===== src/rtl/ccff_chain_loader.sv =====
// Loads a sofa_plus ccff configuration chain from a word stream, serializing LSB-first.
// Optional readback popcount check: define CCFF_LOADER_READBACK_CHECK_EN.
module ccff_chain_loader #(
  parameter int CHAIN_LEN = 64,
  parameter int WORD_W    = 8,
  parameter int CNT_W     = 16
) (
  input  logic              prog_clk,
  input  logic              pReset,
  input  logic              start,
  input  logic [WORD_W-1:0] word_in,
  input  logic              word_valid,
  output logic              word_ready,
  output logic              ccff_head,
  input  logic              ccff_tail,
  output logic              config_enable,
  output logic              busy,
  output logic              done,
  output logic [CNT_W-1:0]  bit_count,
  output logic              err
);

  localparam int               WMIN   = (WORD_W < CHAIN_LEN) ? WORD_W : CHAIN_LEN;
  localparam logic [CNT_W-1:0] LEN_C  = CNT_W'(CHAIN_LEN);
  localparam logic [CNT_W-1:0] WORD_C = CNT_W'(WMIN);
  localparam logic [CNT_W-1:0] ONE_C  = CNT_W'(1);

`ifdef CCFF_LOADER_READBACK_CHECK_EN
  typedef enum logic [2:0] {S_IDLE, S_FETCH, S_SHIFT, S_VERIFY, S_DONE} state_t;
`else
  typedef enum logic [2:0] {S_IDLE, S_FETCH, S_SHIFT, S_DONE} state_t;
`endif

  state_t            state_q;
  logic [WORD_W-1:0] shreg_q;
  logic [CNT_W-1:0]  bits_left_q;
  logic [CNT_W-1:0]  bit_count_q;
  logic              word_ready_q;
  logic              ce_q;
  logic              head_q;
  logic              busy_q;
  logic              done_q;
  logic              err_q;

  logic [CNT_W-1:0]  remain_d;
  logic [CNT_W-1:0]  take_d;
  logic [CNT_W-1:0]  bit_count_d;

  // A partial last word only takes what the chain still has room for.
  assign remain_d    = LEN_C - bit_count_q;
  assign take_d      = (remain_d < WORD_C) ? remain_d : WORD_C;
  assign bit_count_d = bit_count_q + ONE_C;

`ifdef CCFF_LOADER_READBACK_CHECK_EN
  logic [CNT_W-1:0] ones_ref_q;
  logic [CNT_W-1:0] ones_rd_q;
  logic [CNT_W-1:0] vcnt_q;
  logic [CNT_W-1:0] ones_rd_d;

  assign ones_rd_d = ones_rd_q + CNT_W'(ccff_tail);
`else
  logic unused_tail;
  assign unused_tail = ccff_tail;
`endif

  always_ff @(posedge prog_clk) begin
    if (pReset) begin
      state_q      <= S_IDLE;
      word_ready_q <= 1'b0;
      ce_q         <= 1'b0;
      head_q       <= 1'b0;
      busy_q       <= 1'b0;
      done_q       <= 1'b0;
      err_q        <= 1'b0;
      bit_count_q  <= '0;
      bits_left_q  <= '0;
`ifdef CCFF_LOADER_READBACK_CHECK_EN
      ones_ref_q   <= '0;
      ones_rd_q    <= '0;
      vcnt_q       <= '0;
`endif
    end else begin
      done_q <= 1'b0;
      case (state_q)
        S_IDLE: begin
          if (start) begin
            state_q      <= S_FETCH;
            word_ready_q <= 1'b1;
            busy_q       <= 1'b1;
            bit_count_q  <= '0;
            err_q        <= 1'b0;
`ifdef CCFF_LOADER_READBACK_CHECK_EN
            ones_ref_q   <= '0;
            ones_rd_q    <= '0;
`endif
          end
        end
        S_FETCH: begin
          if (word_valid) begin
            state_q      <= S_SHIFT;
            word_ready_q <= 1'b0;
            ce_q         <= 1'b1;
            head_q       <= word_in[0];
            shreg_q      <= word_in >> 1;
            bits_left_q  <= take_d;
          end
        end
        S_SHIFT: begin
          head_q      <= shreg_q[0];
          shreg_q     <= shreg_q >> 1;
          bit_count_q <= bit_count_d;
          bits_left_q <= bits_left_q - ONE_C;
`ifdef CCFF_LOADER_READBACK_CHECK_EN
          ones_ref_q  <= ones_ref_q + CNT_W'(head_q);
`endif
          if (bits_left_q == ONE_C) begin
            head_q <= 1'b0;
            if (bit_count_d == LEN_C) begin
`ifdef CCFF_LOADER_READBACK_CHECK_EN
              // Enable stays high: the chain rotates through itself once more.
              state_q <= S_VERIFY;
              vcnt_q  <= '0;
`else
              state_q <= S_DONE;
              ce_q    <= 1'b0;
              done_q  <= 1'b1;
`endif
            end else begin
              state_q      <= S_FETCH;
              ce_q         <= 1'b0;
              word_ready_q <= 1'b1;
            end
          end
        end
`ifdef CCFF_LOADER_READBACK_CHECK_EN
        S_VERIFY: begin
          vcnt_q    <= vcnt_q + ONE_C;
          ones_rd_q <= ones_rd_d;
          if (vcnt_q == LEN_C - ONE_C) begin
            state_q <= S_DONE;
            ce_q    <= 1'b0;
            done_q  <= 1'b1;
            err_q   <= (ones_rd_d != ones_ref_q);
          end
        end
`endif
        S_DONE: begin
          state_q <= S_IDLE;
          busy_q  <= 1'b0;
        end
        default: state_q <= S_IDLE;
      endcase
    end
  end

  assign word_ready    = word_ready_q;
  assign config_enable = ce_q;
  assign busy          = busy_q;
  assign done          = done_q;
  assign bit_count     = bit_count_q;
  assign err           = err_q;
`ifdef CCFF_LOADER_READBACK_CHECK_EN
  assign ccff_head     = (state_q == S_VERIFY) ? ccff_tail : head_q;
`else
  assign ccff_head     = head_q;
`endif

endmodule


===== config.mk =====
export PLATFORM = sky130hd
export DESIGN_NAME = ccff_chain_loader
export DESIGN_NICKNAME = d
export VERILOG_FILES = /design/src/rtl/ccff_chain_loader.sv
export SDC_FILE = /design/constraint.sdc
export NUM_CORES = 1
export LEC_CHECK = 0
export ABC_AREA = 1
export CORE_MARGIN = 2
export CORE_UTILIZATION = 40
export CTS_CLUSTER_DIAMETER = 80
export DETAILED_ROUTE_END_ITERATION = 12
export GPL_TIMING_DRIVEN = 0
export PLACE_DENSITY = 0.6
export SLEW_MARGIN = 0
export SYNTH_ARGS = -nofsm -noshare
export SYNTH_HDL_FRONTEND = slang
export SYNTH_SLANG_ARGS = --single-unit

===== constraint.sdc =====
create_clock -name prog_clk -period 2.02 [get_ports prog_clk]
set_input_delay 0.404 -clock prog_clk [delete_from_list [all_inputs] [get_ports prog_clk]]
set_output_delay 0.404 -clock prog_clk [all_outputs]
set_load 0.05 [all_outputs]

==> run metrics, run 1 <==
status finished clean; Final Max Tran Viols 0; worst hold path type flop to flop; DRT Wirelength 8089 um; layout cells sized above 1 around an eighth; Mapped Area about 3000 um2; CTS clk-pin slew, worst paths around 0.09 ns; met1 GRT Util roughly 29%; max frequency approximately 0.5 GHz; detailed placer's ending HPWL roughly 6200 um; Clk network pwr share roughly 20%; CTS tree done; die width just over 90 um; Clock Tree Buf Depth 2; Setup CP Type flop to output pin; Internal between 2 and 2.5 mW; Leakage between 1.5 and 2 nW; Layout area overhead 24.15%; GPL Wtd Cong approximately 0.90; crit-path leading delay family buffers and inverters; gate count of the mapped netlist just under 500; 1st-iter DRT viols 203; CP Capture Type output pin; vias approximately 3100; port bufs 32; Initial Utilization approximately two fifths; Clock Latency Late Sink about 0.30 ns; Finished Cell Area between 3000 and 4000 um2; total track usage between 10% and 20%; switching power total roughly 1.8 mW; fin crit share around 97%; Logic pwr share 48.8%; #FFs+latches synth 46; final hold violation count 0; Net Sw Frac about 44%; synth warn 0; io pins 35; pre-CTS setup slack -0.1963 ns; routed len/inst 12.96 um; PwrDens 1102 nW/um2; GR Overflow Total 0; Reg power frac between 30% and 40%; Die Ht between 90 and 100 um; Avg Inst Size Synth 6.264 um2; Worst-Margin Slew ~0.57 ns; Fillers between 700 and 800; WHS 0.4621 ns; max_cap viols 0; sinks on the clock net between 40 and 50; FP Rows 31; Setup Viol. Count Final 0; Worst Setup Start Kind flop; CP cell instances clkdlybuf4s50_1; final setup margin approximately 0.063 ns; die area roughly 8300 um2; placed inst area roughly 3500 um2; Tmin final a little under 2 ns; vias in the first global route roughly 2700; diodes inserted 0; Critical Path RT 1.62 ns; CTS root buffer clkbuf_8; first-pass GRT wire length 13160 um; total CTS buffers 5; post-synthesis sequential area ratio ~33%; Final Core Density 51.51%; CP Max Fanout 6; peak supply drop 712.3 uV; Clock Skews roughly 0.0091 ns; met2 Use GR between 20 and 30%; Detailed Routing Iterations Pass 1 5; Nets about 550; DRC Markers 0; CP Buf/Inv Count 1; H-tree Lvls 2; Critical-path top delay cell clkdlybuf4s50_1; RSZ-0062 raised after global routing yes; Via density between 4 and 5; syn nets 504; met3 GRT Util under 10%; busiest grt layer met2; WP data arrival between 1.5 and 2 ns; Setup TNS Final 0 ns; core box area ~7300 um2; largest net degree at the start of global routing 15; max incr delay on CP around 0.84 ns; antenna viol nets, final 0; Synth cell types 31; worst rel slew slack between 60% and 70%; initial antenna violation count 0
==> worst paths after layout <==
kind	start	slack [ns]	endpoint	cells past startpoint
setup / recovery	bit_count[5]	0.06	bit_count[5]	1
hold / removal	bits_left_q[13]	0.46	bits_left_q[13]	1
setup reg to reg	bit_count[0]	0.10	bits_left_q[3]	13
hold reg to reg	bits_left_q[13]	0.46	bits_left_q[13]	1
==> synth_stat cells <==
cell | count | area (um2)
nor2_1 | 61 | 229.0
xor2_1 | 12 | 105.1
a31oi_1 | 2 | 12.51
nand2_1 | 147 | 551.8
nand4_1 | 8 | 50.05
o31ai_1 | 1 | 7.510
inv_1 | 55 | 206.5
buf_2 | 2 | 10.01
inv_2 | 1 | 3.750
nor2_4 | 1 | 11.26
a221oi_1 | 1 | 8.760
clkbuf_1 | 9 | 33.78
nand2_2 | 1 | 6.260
nand3_1 | 42 | 210.2
nor2_2 | 2 | 12.51
nor3_1 | 9 | 45.04
dfxtp_1 | 39 | 780.8
nor3_2 | 5 | 50.05
nand3_2 | 1 | 10.01
a21oi_1 | 39 | 195.2
ha_1 | 8 | 100.1
buf_1 | 1 | 3.750
xnor2_1 | 1 | 8.760
conb_1 | 1 | 3.750
o21ai_0 | 16 | 80.08
a21boi_0 | 1 | 7.510
a211oi_1 | 4 | 30.03
and3_1 | 2 | 12.51
o22ai_1 | 1 | 6.260
buf_4 | 3 | 22.52
edfxtp_1 | 7 | 210.2
==> cell families (layout without fill, tap and decap cells) <==
group / Yosys count / after routing / share of synthesized area, %
xor gates and xnor gates: 13 / 13 / 3.763
other: 1 / 1 / 0.1240
adders and majority gates: 8 / 8 / 3.309
and+or+nand+nor: 279 / 279 / 39.29
AOI/OAI and AO/OA: 65 / 65 / 11.50
DFF: 46 / 46 / 32.75
buffers and inverters: 71 / 113 / 9.264
==> power groups by stage <==
stage,logic [mW],clock network (mW),registers (mW)
global placement,1.87,0,1.31
detailed placement,1.89,0,1.31
floorplan,1.27,0,1.43
finish,2.02,0.806,1.31
CTS,1.92,0.818,1.29
global route,2.29,0.848,1.34
==> final cells by class <==
type | instances | area (um2) | area share (%)
plain buffers | 15 | 85.08 | 2.265
inverters | 56 | 219.0 | 5.829
multi-input cells | 366 | 1861 | 49.53
well taps | 99 | 123.9 | 3.298
clock inverters | 3 | 63.81 | 1.699
flip-flops and latches | 46 | 1006 | 26.78
repair buffers | 34 | 329.1 | 8.761
clock buffers | 5 | 68.82 | 1.832
==> metrics by stage <==
step / cells / power, mW
2_1_floorplan: 483 / 2.700
3_3_place_gp: 614 / 3.175
3_5_place_dp: 614 / 3.204
4_1_cts: 622 / 4.037
5_1_grt: 624 / 4.483
6_report: 624 / 4.137
==> timing repair <==
action | in CTS | in global routing
pin swaps | 0 | 5
gates resized for setup | 12 | 46
setup buffers | 0 | 2
setup endpoints to repair | 36 | 31
hold buffers | 0 | 0
==> layer usage <==
layer	routed length (um)	part of all wire [%]
met4	87	1.1
met5	0	0
met3	302	3.7
met2	3558	44
met1	4140	51
==> flip-flops by register name (all words and copies together) (netlist names) <==
signal	flops
bit_count	16
bits_left_q	16
busy	1
ccff_head	1
config_enable	1
done	1
shreg_q	7
state_q	2
word_ready	1
==> layout by cell type, fill, tap and decap left out, drive strengths merged, types with 4 or more instances in the layout <==
cell type	instances
nand2	148
nor2	64
inv	55
nand3	43
a21oi	39
dfxtp	39
clkdlybuf4s50	27
o21ai	16
nor3	14
clkbuf	13
xor2	12
buf	9
nand4	8
ha	8
edfxtp	7
dlygate4sd2	5
a211oi	4
Power figures use the tool's default switching activity.
==> run 2, diff against run 1 <==
clock period = 2.15 ns   (was 2.02 ns; I/O delays follow)
==> run 2 against run 1 <==
Compared with the run above:
- register-to-register slack about the same
- global-route usage rose by 0.68 points
- clock-buffer cell count up 1
- sequential share of layout area up 0.72 points
- core utilization down 1.5 points
- wire length grew 2.6%
- sequential power decreased by 7%
- critical path type unchanged
- critical endpoint is now bit_count[11]
- largest power group unchanged
==> run metrics, run 2 (same netlist as run 1, synthesis figures left out) <==
first-pass GRT wire length 13400 um (was 13160 um); Via density 5.029 (was 4.998); CP startpoint bit_count[11] (was bit_count[5]); DRT Wirelength 8296 um (was 8089 um); Setup Viol. Count Final 0 (unchanged); port bufs 32 (unchanged); storage element area 1003 um2 (was 1006 um2); detailed placer's ending HPWL 6258 um (was 6215 um); GR Overflow Total 0 (unchanged); largest net degree at the start of global routing 14 (was 15); pre-CTS setup slack -0.1078 ns (was -0.1963 ns); diodes inserted 0 (unchanged); CTS tree done (unchanged); commonest non-fill, non-tap cell in the layout nand2_1 (unchanged); final setup margin 0.07375 ns (was 0.06343 ns); GPL Wtd Cong 0.8611 (was 0.8954); status finished clean (unchanged); total CTS buffers 5 (unchanged); max frequency around 0.48 GHz; DRC Markers 0 (unchanged); final hold violation count 0 (unchanged); FP Rows 31 (unchanged); antenna viol nets, final 0 (unchanged); met1 GRT Util 29.66% (was 28.70%); crit-path leading delay family buffers and inverters (unchanged); R2R cell count 9 (was 13); Clock Latency Late Sink 0.31 ns (was 0.30 ns); CP Capture Point bit_count[11] (was bit_count[5]); max_cap viols 0 (unchanged); CP cell instances clkdlybuf4s50_1 (unchanged); sinks on the clock net 46 (unchanged); core box area 7292 um2 (unchanged); Internal 1.933 mW (was 2.328 mW); CP Max Fanout 7 (was 6); Die Ht 90.97 um (unchanged); total track usage 19.91% (was 19.23%); Net Sw Frac 46.59% (was 43.73%); fin crit share 96.57%; met2 Use GR 29.51% (was 29.14%); Critical Path RT 1.72 ns (was 1.62 ns); PwrDens 992.1 nW/um2 (was 1102 nW/um2); Logic pwr share 51.9% (was 48.8%); R2R Setup Slk 0.11 ns (was 0.10 ns); Setup CP Type flop to output pin (unchanged); vias in the first global route 2764 (was 2738); Worst path depth 1 (unchanged); Leakage 1.657 nW (was 1.719 nW); Fillers 777 (was 782); post-route insts no fill 626 (was 624); Worst Setup Start Kind flop (unchanged); routed len/inst 13.25 um (was 12.96 um); Critical-path top delay cell clkdlybuf4s50_1 (unchanged); reg2reg start state_q[0] (was bit_count[0]); worst hold path type flop to flop (unchanged); layout cells sized above 1 9.298% (was 12.00%); peak supply drop 644.0 uV (was 712.3 uV); Clock Tree Buf Depth 2 (unchanged); io pins 35 (unchanged); Tmin final between 2 and 2.5 ns; Layout area overhead 20.60% (was 24.15%); area of the multi-input gates 1795 um2 (was 1861 um2); Initial Utilization 41.49% (unchanged); WP data arrival 1.65 ns (was 1.55 ns); Worst-Margin Slew 0.5788 ns (was 0.5707 ns); max incr delay on CP 0.87 ns (was 0.84 ns); 1st-iter DRT viols 170 (was 203); most frequent cells in the layout 146 x nand2_1, 55 x nor2_1, 54 x inv_1, 41 x nand3_1, 38 x a21oi_1 (was 144 x nand2_1, 52 x inv_1, 52 x nor2_1, 40 x nand3_1, 37 x a21oi_1); CTS root buffer clkbuf_8 (unchanged); CTS clk-pin slew, worst paths 0.09 ns (about the same); Nets 547 (was 545); worst r2r dst config_enable (was bits_left_q[3]); CP Capture Type output pin (unchanged); Final Max Tran Viols 0 (unchanged); # hold bufs at CTS 0 (unchanged); vias 3148 (was 3119); Clock Skews 0.01055 ns (was 0.009145 ns); worst rel slew slack 61.27% (was 61.81%); met3 GRT Util 2.905% (unchanged); Clk network pwr share 14.3% (was 19.5%); die area 8276 um2 (unchanged); switching power total 1.686 mW (was 1.809 mW); Detailed Routing Iterations Pass 1 5 (unchanged); busiest grt layer met1 (was met2); H-tree Lvls 2 (unchanged); die width 90.97 um (unchanged); placed cells 614 (unchanged); initial antenna violation count 0 (unchanged); Reg power frac 33.8% (was 31.7%); CP Buf/Inv Count 1 (unchanged)
run 2: cell count changes in the layout (fill, tap and decap cells not counted), sizes merged:
| cell | change |
|---|---|
| clkdlybuf4s50 | +4 |
| buf | -1 |
| bufinv | -2 |
| clkinv | +1 |
| clkbuf | +4 |
| dlymetal6s2s | +1 |
| dlygate4sd2 | -5 |
run 2: how the worst min path moves through the flow:
stage,start,end,depth (start not counted)
floorplan,bits_left_q[13],bits_left_q[13],1
global placement,bits_left_q[13],bits_left_q[13],1
detailed placement,bits_left_q[13],bits_left_q[13],1
CTS,bits_left_q[13],bits_left_q[13],1
global route,bits_left_q[13],bits_left_q[13],1
finish,bits_left_q[13],bits_left_q[13],1
run 2: routing by layer:
layer,vias up,routed length [um]
met3,12,335
met1,1418,4194
met4,0,150
met5,-,0
met2,81,3615
li1,1637,-
run 2: through the flow:
step | area, um2 | power [mW] | utilization [%] | setup TNS (ns) | hold slack (ns)
finish | 3649 | 3.620 | 50.03 | 0 | 0.4563
global route | 3649 | 3.945 | 50.03 | -0.02245 | 0.4948
CTS | 3561 | 3.546 | 48.83 | 0 | 0.4581
detailed placement | 3471 | 3.010 | 47.60 | -1.182 | 0.4433
global placement | 3471 | 2.977 | 47.60 | -0.9985 | 0.4409
floorplan | 3027 | 2.537 | - | 0 | 0.4227
run 2: timing repair:
| action | CTS | global route |
|---|---|---|
| pin swaps | 0 | 0 |
| setup buffers | 0 | 4 |
| gates resized for setup | 3 | 27 |
| endpoints found under the setup margin | 6 | 22 |
run 2: power groups by stage:
stage / clock, mW / combinational, mW / sequential (mW)
5_1_grt: 0.570 / 2.13 / 1.25
6_report: 0.517 / 1.88 / 1.22
3_3_place_gp: 0 / 1.75 / 1.23
2_1_floorplan: 0 / 1.20 / 1.34
4_1_cts: 0.536 / 1.79 / 1.22
3_5_place_dp: 0 / 1.77 / 1.24
run 2: area by class of cell:
cell class	count	area share, %
inverters	56	5.864
plain buffers	15	2.126
flip-flops and latches	46	27.50
well taps	99	3.395
repair buffers	36	9.671
clock buffers	6	1.989
clock inverters	2	0.2401
multi-input cells	366	49.21
==> patch 1 (flow settings as in run 2) <==
Build with the macro `CCFF_LOADER_READBACK_CHECK_EN` defined.
--- a/src/rtl/ccff_chain_loader.sv
+++ b/src/rtl/ccff_chain_loader.sv
@@ -2,2 +2,4 @@
 // Optional readback popcount check: define CCFF_LOADER_READBACK_CHECK_EN.
+`define CCFF_LOADER_READBACK_CHECK_EN
+
 module ccff_chain_loader #(
Behaviour: no difference found for any inputs over 10 cycles, from zero or initial values and one cycle with pReset high; that may be too few to reach the edited logic, so the function may still have changed.
==> patch 1 against run 2 <==
- setup slack got worse by 0.038 ns
- synthesized cell count rose by 110%
- area after synthesis grew 110%
- power is 74% higher
- critical path depth is 1 higher
- routed wire length increased by 110%
- fmax fell by 1.8%
- cell area increased by 110%
- sequential cell count up 50
==> patch 1: results (changes against run 2) <==
- Root buffer cell: clkbuf_16 (was clkbuf_8)
- PortBufs: 34 (was 32)
- Top cells by count, synth: 321 x nand2_1, 107 x nor2_1, 103 x inv_1 (was 147 x nand2_1, 61 x nor2_1, 55 x inv_1)
- Largest net degree at the start of global routing: 17 (was 14)
- Top cells by area, synth: dfxtp_1 29%, nand2_1 19%, nand3_1 8.1%, nor2_1 6.5%, a21oi_1 6.3% (was dfxtp_1 26%, nand2_1 18%, nor2_1 7.6%, edfxtp_1 6.9%, nand3_1 6.9%)
- Hold EP: word_ready (was bits_left_q[13])
- Placement Cell Area: 6790 um2 (was 3470 um2)
- Clk_skew: 0.00756 ns (was 0.0105 ns)
- CTS Buf Count: 9 (was 5)
- CP Max Fanout: 6 (was 7)
- Share of cells above drive strength 1: 13.9% (was 9.30%)
- RR Endpoint: vcnt_q[7] (was config_enable)
- Status: complete, no violations (unchanged)
- Post-synthesis sequential area ratio: 32.1% (was 32.8%)
- R2r startpoint: bit_count[0] (was state_q[0])
- Vias: 6490 (was 3148)
- Leak Pwr: 3.07 nW (was 1.66 nW)
- Worst R2R Path Depth: 13 (was 9)
- Syn_nets: 1020 (was 504)
- Hold Path Stages: 2 (was 1)
- CTS max path bufs: 2 (unchanged)
- GRT Total Usage: 21.6% (was 19.9%)
- Hold Path Class: flop to flop (unchanged)
- Hold path start: word_ready (was bits_left_q[13])
- Met1 wire length: 8740 um (was 4190 um)
- Fin Hold WS: 0.460 ns (was 0.456 ns)
- H-Tree Depth: 3 (was 2)
- Vias in the first global route: 5736 (was 2764)
- Clock slew at reported path FFs: 0.07 ns (was 0.09 ns)
- Final GP Congestion: 0.927 (was 0.861)
- Worst-skew pair later-pin latency: 0.36 ns (was 0.31 ns)
- Nets: 1089 (was 547)
- First-pass GRT wire length: 28400 um (was 13400 um)
- Yosys cell types: 46 (was 31)
- Max IR drop VDD: 0.574 mV (was 0.644 mV)
- Met2 wire length: 7920 um (was 3620 um)
- 1st-iter DRT viols: 428 (was 170)
patch 1: cell types whose count changed after synthesis, sizes merged, moves of 18 or more:
| cell | delta |
|---|---|
| nand3 | +57 |
| o21ai | +18 |
| inv | +51 |
| nand2 | +177 |
| nor2 | +48 |
| dfxtp | +50 |
| a21oi | +40 |
patch 1: power by group:
part	internal [W]	switching (W)
Combinational	0.000830	0.00171
Sequential	0.00202	0.000176
Clock	0.000792	0.000752
Total	0.00364	0.00264
patch 1: worst max path at each step:
stage | from | end | slack (ns) | cells after the start
finish | bit_count[1] | bit_count[1] | 0.04 | 2
global route | bit_count[0] | bits_left_q[3] | -0.03 | 18
CTS | bit_count[0] | bits_left_q[1] | 0.01 | 14
detailed placement | state_q[2] | ccff_head | -0.96 | 8
global placement | state_q[2] | ccff_head | -0.97 | 8
floorplan | bit_count[7] | vcnt_q[7] | 0.02 | 15
patch 1: worst max-delay path, stage by stage (launching register included):
cell,delay [ns]
dfxtp_4,0.40
buf_4,0.14
clkdlybuf4s50_1,0.79
patch 1: timing repair:
item	4_1_cts	5_1_grt
buffers inserted	1	22
pin swaps	0	25
endpoints found under the hold margin	0	0
setup endpoints to repair	37	40
hold buffers	0	0
cloned	0	1
gates resized for setup	39	81
patch 1: area by class of cell:
class	count	area [um2]
Timing Repair Buffer	58	529
Tap cell	188	235
Inverter	108	415
Clock inverter	6	43.8
Multi-Input combinational cell	761	3900
Fill cell	1600	7620
Sequential cell	96	2020
Buffer	32	214
Clock buffer	10	229
patch 1: cells by family after synthesis:
| kind of cell | after synthesis | synth area share [%] |
|---|---|---|
| flops | 96 | 32.1 |
| buf+inv | 140 | 9.26 |
| fa+ha+maj | 10 | 2.01 |
| xor+xnor | 21 | 3.89 |
| simple gates | 593 | 40.6 |
| compound gates | 137 | 12.1 |
patch 1: metrics by stage:
step	setup TNS, ns	total power (W)	setup WS (ns)	instances	util [%]
after global routing	-0.108	0.00674	-0.0288	1259	49.9
after detailed placement	-13.46	0.00454	-0.959	1219	44.7
after global placement	-13.60	0.00454	-0.967	1219	44.7
after floorplan	0	0.00390	0.0207	997	-
after CTS	0	0.00614	0.0120	1236	47.0
final	0	0.00628	0.0354	1259	49.9
patch 1: metal layers:
metal / track usage, % / up-vias
li1: - / 3379
met1: 31.2 / 2992
met2: 33.8 / 106
met3: 3.08 / 13
met4: 5.69 / 0
met5: 0 / -
==> patch 2 (config.mk and constraints of run 2) <==
Made on the original files. The 4 states of `state_t` get a one-hot encoding in 4 bits.
--- a/src/rtl/ccff_chain_loader.sv
+++ b/src/rtl/ccff_chain_loader.sv
@@ -30,3 +30,3 @@
 `else
-  typedef enum logic [2:0] {S_IDLE, S_FETCH, S_SHIFT, S_DONE} state_t;
+  typedef enum logic [3:0] {S_IDLE = 4'b0001, S_FETCH = 4'b0010, S_SHIFT = 4'b0100, S_DONE = 4'b1000} state_t;
 `endif
Behaviour: no difference found for any inputs over 10 cycles, from zero or initial values and one cycle with pReset high; not proved beyond that.
==> patch 2 against run 2 <==
- sequential cell count grew 2
- synthesized cell count increased by 6.8%
- cell area increased by 6.7%
- routed wire length grew 6.7%
- sequential share of layout area fell by 0.95 points
- fmax down 0.83%
- count of clock-buffer cells in the layout grew 1
- critical path depth is the same
- area after synthesis up 9.3%
- global-route usage up 0.68 points
- setup slack got worse by 0.017 ns
- critical path type unchanged
- critical endpoint is now bit_count[7]
- highest routed layer unchanged
Power is not compared: it rests on default switching activity, and its combinational part moved more than twofold at a synthesized area within 25%.
==> patch 2: results (changes against run 2) <==
- Status: complete, no violations (unchanged)
- Clk cell area share: 2.64% (was 2.23%)
- Number of clock buffers in the layout: 7 (was 6)
- Combined area of the multi-input logic cells: 1920 um2 (was 1800 um2)
- Worst Max-Slew Pin Slew: 0.636 ns (was 0.579 ns)
- First-pass GRT wire length: 14600 um (was 13400 um)
- Vias per inst: 5.07 (was 5.03)
- Share of cells above drive strength 1: 14.4% (was 9.30%)
- # fillers: 866 (was 777)
- Syn_nets: 533 (was 504)
- Met2 wire length: 4290 um (was 3620 um)
- GRT Total Usage: 20.6% (was 19.9%)
- Flops & latches, synth: 48 (was 46)
- Largest net degree at the start of global routing: 15 (was 14)
- CTS resizes: 2 (was 3)
- Met1 wire length: 4110 um (was 4190 um)
- Storage cell area: 1030 um2 (was 1000 um2)
- 1st-iter DRT viols: 138 (was 170)
- Detailed placement HPWL: 6790 um (was 6260 um)
- Pre-CTS setup slack: -0.202 ns (was -0.108 ns)
- Clk_skew: 0.0103 ns (was 0.0105 ns)
- Nets: 573 (was 547)
- Yosys cell types: 44 (was 31)
- Routed wire length: 8850 um (was 8300 um)
- Met3 usage: 3.03% (was 2.90%)
- PortBufs: 31 (was 32)
- Final GP Congestion: 0.954 (was 0.861)
- Die Wd: 94.9 um (was 91.0 um)
- Xor/xnor cell area share of the yosys netlist: 1.32% (was 3.76%)
- Final non-clock buffer share: 11.2% (was 11.8%)
- Top cells by count, synth: 144 x nand2_1, 56 x inv_1, 49 x nor2_1 (was 147 x nand2_1, 61 x nor2_1, 55 x inv_1)
## patch 2: path summary, 6_finish.rpt
| path | from | to | slack, ns | depth (start not counted) |
|---|---|---|---|---|
| max | bit_count[7] | bit_count[7] | 0.06 | 1 |
| max reg2reg | bit_count[1] | word_ready | 0.12 | 10 |
| min reg2reg | word_ready | word_ready | 0.46 | 2 |
| min | word_ready | word_ready | 0.46 | 2 |
## patch 2: where the power goes
part	internal, W	total, W	switching [W]	leakage [nW]
registers	0.000943	0.000970	0.0000266	0.396
logic	0.000131	0.000378	0.000247	1.33
clock network	0.000299	0.000615	0.000316	0.0534
## patch 2: through the flow
| stage | util, % | std cells | TNS (ns) |
|---|---|---|---|
| after floorplan | - | 516 | 0 |
| after global placement | 46.3 | 652 | -1.03 |
| final | 48.1 | 662 | 0 |
| after global routing | 48.1 | 662 | 0 |
| after detailed placement | 46.3 | 652 | -1.43 |
| after CTS | 47.6 | 660 | 0 |
